`config.mk`:
```
export PLATFORM = sky130hd
export DESIGN_NAME = uart_tx_arbiter
export DESIGN_NICKNAME = d
export VERILOG_FILES = /design/src/rtl/uart_tx_arbiter.sv
export SDC_FILE = /design/constraint.sdc
export NUM_CORES = 1
export LEC_CHECK = 0
export ABC_AREA = 1
export CORE_MARGIN = 5
export CORE_UTILIZATION = 25
export DETAILED_ROUTE_END_ITERATION = 12
export PLACE_DENSITY = 0.5
export SLEW_MARGIN = 20
export SYNTH_ARGS = -nofsm -noshare
export SYNTH_HDL_FRONTEND = slang
export SYNTH_SLANG_ARGS = --single-unit
```
`constraint.sdc`:
```
create_clock -name CLK -period 3.65 [get_ports CLK]
set_input_delay 0.73 -clock CLK [delete_from_list [all_inputs] [get_ports CLK]]
set_output_delay 0.73 -clock CLK [all_outputs]
set_load 0.03 [all_outputs]
```
`src/rtl/uart_tx_arbiter.sv`:
```
// Round-robin arbiter sharing one uart_tx between NUM_REQ byte producers.
// Latches the winner's byte and parity, pulses SEND, then follows BUSY to report DONE or ERR.
module uart_tx_arbiter #(
  parameter int NUM_REQ       = 4,
  parameter int START_TIMEOUT = 16
) (
  input  logic                 CLK,
  input  logic                 RST,
  input  logic [NUM_REQ-1:0]   REQ,
  input  logic [8*NUM_REQ-1:0] REQ_DATA,
  input  logic [NUM_REQ-1:0]   REQ_PARITY,
  output logic [NUM_REQ-1:0]   ACK,
  output logic [NUM_REQ-1:0]   DONE,
  output logic [NUM_REQ-1:0]   ERR,
  output logic [2:0]           GRANT_ID,
  output logic                 ARB_BUSY,
  output logic                 TX_SEND,
  output logic [7:0]           TX_DIN,
  output logic                 TX_PARITY_MODE,
  input  logic                 TX_BUSY,
  output logic [1:0]           DBG_STATE
);

  // Handshake: REQ[i] acts as valid and is held with its byte until ACK[i] pulses;
  // ACK[i] is the one-cycle ready/accept, after which the slice may change freely.
  typedef enum logic [1:0] {
    IDLE       = 2'd0,
    ISSUE      = 2'd1,
    WAIT_START = 2'd2,
    WAIT_DONE  = 2'd3
  } state_t;

  localparam int CW = (START_TIMEOUT > 2) ? $clog2(START_TIMEOUT) : 1;

  state_t             state;
  logic [2:0]         ptr;
  logic [CW-1:0]      cnt;
  logic               win_found;
  logic [2:0]         win_id;
  logic [7:0]         win_data;
  logic               win_par;
  logic [NUM_REQ-1:0] grant_oh;

  assign DBG_STATE = state;
  assign grant_oh  = {{(NUM_REQ-1){1'b0}}, 1'b1} << GRANT_ID;

  // First requesting index scanning upward from ptr+1 with wrap.
  always_comb begin
    win_found = 1'b0;
    win_id    = 3'd0;
    win_data  = 8'h00;
    win_par   = 1'b0;
    for (int k = 1; k <= NUM_REQ; k++) begin
      for (int i = 0; i < NUM_REQ; i++) begin
        if (!win_found && REQ[i] && (i == ((int'(ptr) + k) % NUM_REQ))) begin
          win_found = 1'b1;
          win_id    = 3'(i);
          win_data  = REQ_DATA[8*i +: 8];
          win_par   = REQ_PARITY[i];
        end
      end
    end
  end

  always_ff @(posedge CLK) begin
    if (!RST) begin
      state          <= IDLE;
      ptr            <= 3'(NUM_REQ-1);
      cnt            <= '0;
      ACK            <= '0;
      DONE           <= '0;
      ERR            <= '0;
      TX_SEND        <= 1'b0;
      TX_DIN         <= 8'h00;
      TX_PARITY_MODE <= 1'b0;
      GRANT_ID       <= 3'd0;
      ARB_BUSY       <= 1'b0;
    end else begin
      ACK     <= '0;
      DONE    <= '0;
      ERR     <= '0;
      TX_SEND <= 1'b0;
      case (state)
        IDLE: begin
          // A frame may still be draining after reset; never SEND over it.
          if (!TX_BUSY && win_found) begin
            TX_DIN         <= win_data;
            TX_PARITY_MODE <= win_par;
            GRANT_ID       <= win_id;
            TX_SEND        <= 1'b1;
            ACK            <= {{(NUM_REQ-1){1'b0}}, 1'b1} << win_id;
            ARB_BUSY       <= 1'b1;
            state          <= ISSUE;
          end
        end
        ISSUE: begin
          cnt   <= '0;
          state <= WAIT_START;
        end
        WAIT_START: begin
          if (TX_BUSY) begin
            state <= WAIT_DONE;
          end else if (cnt == CW'(START_TIMEOUT-2)) begin
            // The count would reach START_TIMEOUT-1 on this edge: give up.
            ERR      <= grant_oh;
            ptr      <= GRANT_ID;
            ARB_BUSY <= 1'b0;
            state    <= IDLE;
          end else begin
            cnt <= cnt + 1'b1;
          end
        end
        WAIT_DONE: begin
          if (!TX_BUSY) begin
            DONE     <= grant_oh;
            ptr      <= GRANT_ID;
            ARB_BUSY <= 1'b0;
            state    <= IDLE;
          end
        end
        default: state <= IDLE;
      endcase
    end
  end

endmodule

```
## Word level (Yosys, flattened, before mapping)

Index checks and enable logic that the tools add are counted.

- Word-level logic and storage cells: 198
- Flip-flop bits (word level): 34
- Output and inout port bits: 28
- Bits of input ports: 43

- Muxes and demuxes: 81
- Bitwise operators: 8
- Shift operators: 2
- Reduce and logical (&&, ||, !) cells: 69
- $add $sub $neg: 5
- Equal/unequal tests: 22

Operator list:

| operator | count |
|---|---|
| $logic_not 32->1 | 4 |
| $mux 8 | 16 |
| $mux 3 | 14 |
| $mux 1 | 38 |
| $logic_and 1x1->1 | 32 |
| $eq 3x3->1 const A | 8 |
| $logic_not 1->1 | 16 |
| $mux 2 | 7 |
| $eq 2x3->1 const A | 4 |
| $ne 2x2->1 const B | 5 |
| $reduce_and 3->1 | 3 |
| $mux 4 | 2 |
| $pmux 2 s4 | 1 |
| $pmux 4 s2 | 1 |
| $reduce_or 2->1 | 4 |
| $shl 1x3->4 const A | 2 |
| $reduce_and 5->1 | 1 |
| $add 2x1->2 const B | 2 |
| $add 2x2->2 const B | 2 |
| $add 4x1->4 const B | 1 |
| $and 1x1->1 const A | 4 |
| $eq 2x2->1 const B | 2 |
| $eq 4x4->1 const B | 1 |
| $not 1->1 | 4 |
| 11 further kinds | 13 |

## Depth between registers and ports, before layout

- Word-level depth: 69
- Mapped depth: 18

## Worst setup path before layout

Ideal clock, no wire load.

- Path kind: input to register
- Start: input port REQ[2]
- End: register ACK[0]
- Library setup time: 113 ps
- Slack: 1154 ps
- Stages on the path: 14
- Data arrival time: 2383 ps
- Cells stage by stage: buf_2 -> nand3_2 -> nand3_4 -> nor2_4 -> nand4_4 -> nor2_8 -> nand4_4 -> nor2_8 -> nand3_4 -> nor2_4 -> inv_2 -> nand3_1 -> or2_1 -> nor2_1

- Word-level cells in the longest chain between the ends: 57
- Elaborated cells between the ends (all ways): 72
- Those cells by class: shift: 1; mux: 28; reduce/logical: 43

Ends and longest elaborated chain:

| element | RTL line | RTL |
|---|---|---|
| start: declaration | 9 | `input logic [NUM_REQ-1:0] REQ,` |
| $logic_and 1x1->1 (2 in a row) | 55 | `if (!win_found && REQ[i] && (i == ((int'(ptr) + k) % NUM_REQ))) begin` |
| $mux 1 | 55 |  |
| $logic_not 1->1 | 55 |  |
| $logic_and 1x1->1 (2 in a row) | 55 |  |
| $mux 1 | 55 |  |
| $logic_not 1->1 | 55 |  |
| $logic_and 1x1->1 (2 in a row) | 55 |  |
| $mux 1 | 55 |  |
| (+36 left out) | n/a |  |
| $logic_not 1->1 | 55 |  |
| $logic_and 1x1->1 (2 in a row) | 55 |  |
| $mux 1 | 55 |  |
| $logic_not 1->1 | 55 |  |
| $logic_and 1x1->1 (2 in a row) | 55 |  |
| $mux 1 | 55 |  |
| $logic_and 1x1->1 | 86 | `if (!TX_BUSY && win_found) begin` |
| $reduce_and 3->1 (no line) | n/a |  |
| end signal: assignment | 91 | `ACK <= {{(NUM_REQ-1){1'b0}}, 1'b1} << win_id;` |
| end: declaration | 12 | `output logic [NUM_REQ-1:0] ACK,` |

Parallel ways exist; a longest one is shown, timed or not.
A chain may end at the register's enable or synchronous reset.

## Final worst setup path

- Start: input port REQ[1]
- End: register ACK[0]

- Word-level cells in the longest chain between the ends: 61
- Elaborated cells between the ends (all ways): 77
- Those cells by class: shift: 1; mux: 30; reduce/logical: 46

Ends and longest elaborated chain:

| element | RTL line |
|---|---|
| $logic_and 1x1->1 (2 in a row) | 55 |
| $mux 1 | 55 |
| $logic_not 1->1 | 55 |
| $logic_and 1x1->1 (2 in a row) | 55 |
| $mux 1 | 55 |
| $logic_not 1->1 | 55 |
| $logic_and 1x1->1 (2 in a row) | 55 |
| $mux 1 | 55 |
| (+40 left out) | n/a |
| $logic_not 1->1 | 55 |
| $logic_and 1x1->1 (2 in a row) | 55 |
| $mux 1 | 55 |
| $logic_not 1->1 | 55 |
| $logic_and 1x1->1 (2 in a row) | 55 |
| $mux 1 | 55 |
| $logic_and 1x1->1 | 86 |
| $reduce_and 3->1 (no line) | n/a |

Parallel ways exist; a longest one is shown, timed or not.

==> flow_metrics.tcl <==
set metrics [dict create \
    status "finished, final reports clean" \
    nets 619 \
    start_kind "input port" \
    avgSynthCellArea_sq_um 5.717 \
    clk_path_buf_depth 2 \
    seq_power_share_pct 28.6 \
    critical_path_class "in2reg" \
    cts_sinks 33 \
    postSynthCellCount 504 \
    yosysUniqueCellTypes 35 \
    synth_xor_area_share_pct 0.6079 \
    numCtsBuffers 5 \
    grt_pass1_wl_microns 17130 \
    io_pins 71 \
    seq_area_frac_synth_pct 22.93 \
    whs_path_depth 2 \
    synth_fa_ha_area_share_pct 0.8684 \
    post-route-min-period_ns 3.337 \
    core-area_sq_um 11370 \
    grt_max_degree 21 \
    die_x_microns 117.4 \
    finalPower_w 0.001503 \
    wl_per_cell_microns 14.51 \
    antenna_cells 0 \
    synth_mux_area_share_pct 0 \
    route.detailed.drc 0 \
    whs_endpoint "ARB_BUSY" \
    clk_pin_slew_ns 0.05 \
    synth-seq-cells 33 \
    setup_viol 0 \
    endpoint_kind "flip-flop" \
    regToRegSetupSlack_ns 0.81 \
    grt_util_all_layers_pct 15.01 \
    fin_hold_ws_ns 0.4647 \
    gp_congestion 0.8844 \
    drv_slew 0 \
    clockPowerShare_pct 32.4 \
    first_pass_iters 5 \
    dp_hpwl_microns 8016 \
    r2r_end "ACK[0]" \
    hold_viol 0 \
    root_buffer "clkbuf_16" \
    relSlewSlack_pct 43.35 \
    period_share_pct 91.43 \
    grt_setup_unrepaired "false" \
    switchingPower_w 0.0005486 \
    die_area_sq_um 13770 \
    syn_nets 549 \
    r2r-start "ptr[0]" \
    cts_resized 0 \
    switching_share_pct 36.51 \
    grt_pass1_vias 3331 \
    synth-compound-area-share_pct 2.822 \
    ant_nets 0 \
    insertion_delay_ns 0.27 \
    setup_tns_ns 0 \
    total_leakage_power_nw 1.796 \
    tightest_slew_ns 0.8466 \
    first_iter_violations 229 \
    antenna_found_initial 0 \
    initial_core_util_pct 25.34 \
    p_int_w 0.0009540 \
    power_density_nw_per_um2 384.9 \
    worstPathArrival_ns 3.51 \
    drive_gt1_share_pct 8.348 \
    dr_total_vias 3376 \
    hp-start "ARB_BUSY" \
    nFillCells 1265 \
    portBuffers 69 \
    fin_skew_ns 0.002418 \
    required_ns 3.82 \
    ys.warnings.count 0 \
    hold_path_class "reg2reg" \
    instances_no_fill 718 \
    syn_area_sq_um 2882 \
    max_cap_violations 0 \
    grt.overflow.total 0 \
    cts_setup_buffers 0 \
    wl_microns 10420 \
    irDropWorstVdd_mv 0.3637 \
    path_max_fanout 12 \
    fmax_mhz 299.7 \
    cts_tree "built" \
    num_rows 39 \
    vias_per_cell 4.702 \
    combPwrFrac_pct 39.0 \
    htreeDepth 2 \
    placed_cells 710 \
    synth_top_family_by_area "simple AND/OR/NAND/NOR gates" \
    rr_worst_depth 14 \
    cts-hold-fix-buffers 0 \
    syn2layout_area_growth_pct 35.48 \
    die_h_microns 117.4 \
    synthSimpleGateAreaFrac_pct 61.27 \
]
## cell usage after synthesis, drive strengths merged
library cell / count / area [sq um]
inv: 67 / 251.5
or2: 2 / 12.52
o211a: 1 / 10.01
o211ai: 3 / 22.52
nand2: 111 / 426.7
a211oi: 1 / 7.510
nor2: 142 / 611.8
a21oi: 4 / 23.77
buf: 9 / 57.55
conb: 1 / 3.750
dfxtp: 33 / 660.6
nand3: 87 / 485.5
nor3: 15 / 80.08
nand4: 16 / 148.9
clkbuf: 4 / 15.01
o21ai: 2 / 10.01
ha: 2 / 25.02
a22oi: 1 / 7.510
clkinv: 1 / 3.750
xor2: 2 / 17.52
## critical path: stages
cell	delay (ns)
clkdlybuf4s50_1	0.56
nand2_2	0.20
nand3_4	0.10
nor2_4	0.34
nand4_4	0.18
nor2_8	0.23
nand4_4	0.16
nor2_8	0.25
nand3_4	0.15
nor2_4	0.27
inv_2	0.06
nand3_1	0.11
or2_1	0.13
nor2_1	0.04
## placed cells by master, fill, tap and decap left out, types with 2 or more instances in the layout
| cell type | count |
|---|---|
| nor2_1 | 133 |
| nand2_1 | 107 |
| nand3_1 | 80 |
| clkdlybuf4s50_1 | 69 |
| inv_1 | 61 |
| dfxtp_1 | 33 |
| nor3_1 | 14 |
| nand4_1 | 11 |
| buf_4 | 7 |
| inv_2 | 6 |
| nand3_2 | 5 |
| clkbuf_16 | 5 |
| nand2_2 | 4 |
| nor2_2 | 3 |
| nor2_4 | 3 |
| nor2_8 | 3 |
| nand4_2 | 3 |
| o211ai_1 | 3 |
| a21oi_1 | 3 |
| nand3_4 | 2 |
| nand4_4 | 2 |
| xor2_1 | 2 |
| o21ai_0 | 2 |
| ha_1 | 2 |
## per-layer routing
metal | global-route usage (%) | wire length [microns] | up-vias
met5 | 0 | 0 | -
met4 | 6.817 | 274 | 0
met3 | 2.839 | 810 | 21
met2 | 24.54 | 4681 | 136
met1 | 19.06 | 4653 | 1485
li1 | - | - | 1734
## power by group through the flow
stage                     logic (W)  clock network, W  registers (W)
after detailed placement   0.000585                 0       0.000438
after CTS                  0.000587          0.000499       0.000430
final                      0.000586          0.000487       0.000430
after floorplan            0.000321                 0       0.000488
after global routing       0.000649          0.000517       0.000436
after global placement     0.000580                 0       0.000438
## worst max-delay path by stage
stage | startpoint | to | cells past startpoint
floorplan | REQ[2] | ACK[0] | 14
global placement | REQ[1] | ACK[0] | 14
detailed placement | REQ[1] | ACK[0] | 14
CTS | REQ[1] | ACK[0] | 14
global route | REQ[1] | TX_DIN[1] | 14
finish | REQ[1] | ACK[0] | 14
## through the flow
step / utilization, % / worst slack, ns / area, sq um
after floorplan: - / 1.154 / 2882
after global placement: 32.82 / 0.04435 / 3731
after detailed placement: 32.82 / 0.02221 / 3731
after CTS: 34.33 / 0.3117 / 3904
after global routing: 34.33 / 0.1130 / 3904
final: 34.33 / 0.3129 / 3904
## sequential cells by signal, indices dropped and copies added (netlist names), 2 cells and up
register and count:
TX_DIN 8, ACK 4, DONE 4, ERR 4, cnt 4, DBG_STATE 2
GRANT_ID 2, ptr 2
## logic make-up (layout without fill, tap and decap cells)
kind of cell             after synthesis  after routing
XOR/XNOR                               2              2
buffers and inverters                 81            152
other                                  1              1
flip-flops                            33             33
AO/OA/AOI/OAI                         12             12
AND/OR/NAND/NOR                      373            373
adder cells (fa/ha/maj)                2              2
## layout make-up
cell class	count	area [sq um]	share of cell area, %
Clock inverter	1	30.03	0.7692
Sequential cell	33	660.6	16.92
Tap cell	143	178.9	4.583
Inverter	68	255.2	6.538
Timing Repair Buffer	76	743.2	19.04
Multi-Input combinational cell	390	1893	48.49
Clock buffer	7	142.6	3.654
No activity file was read; power rests on OpenSTA's default activity.
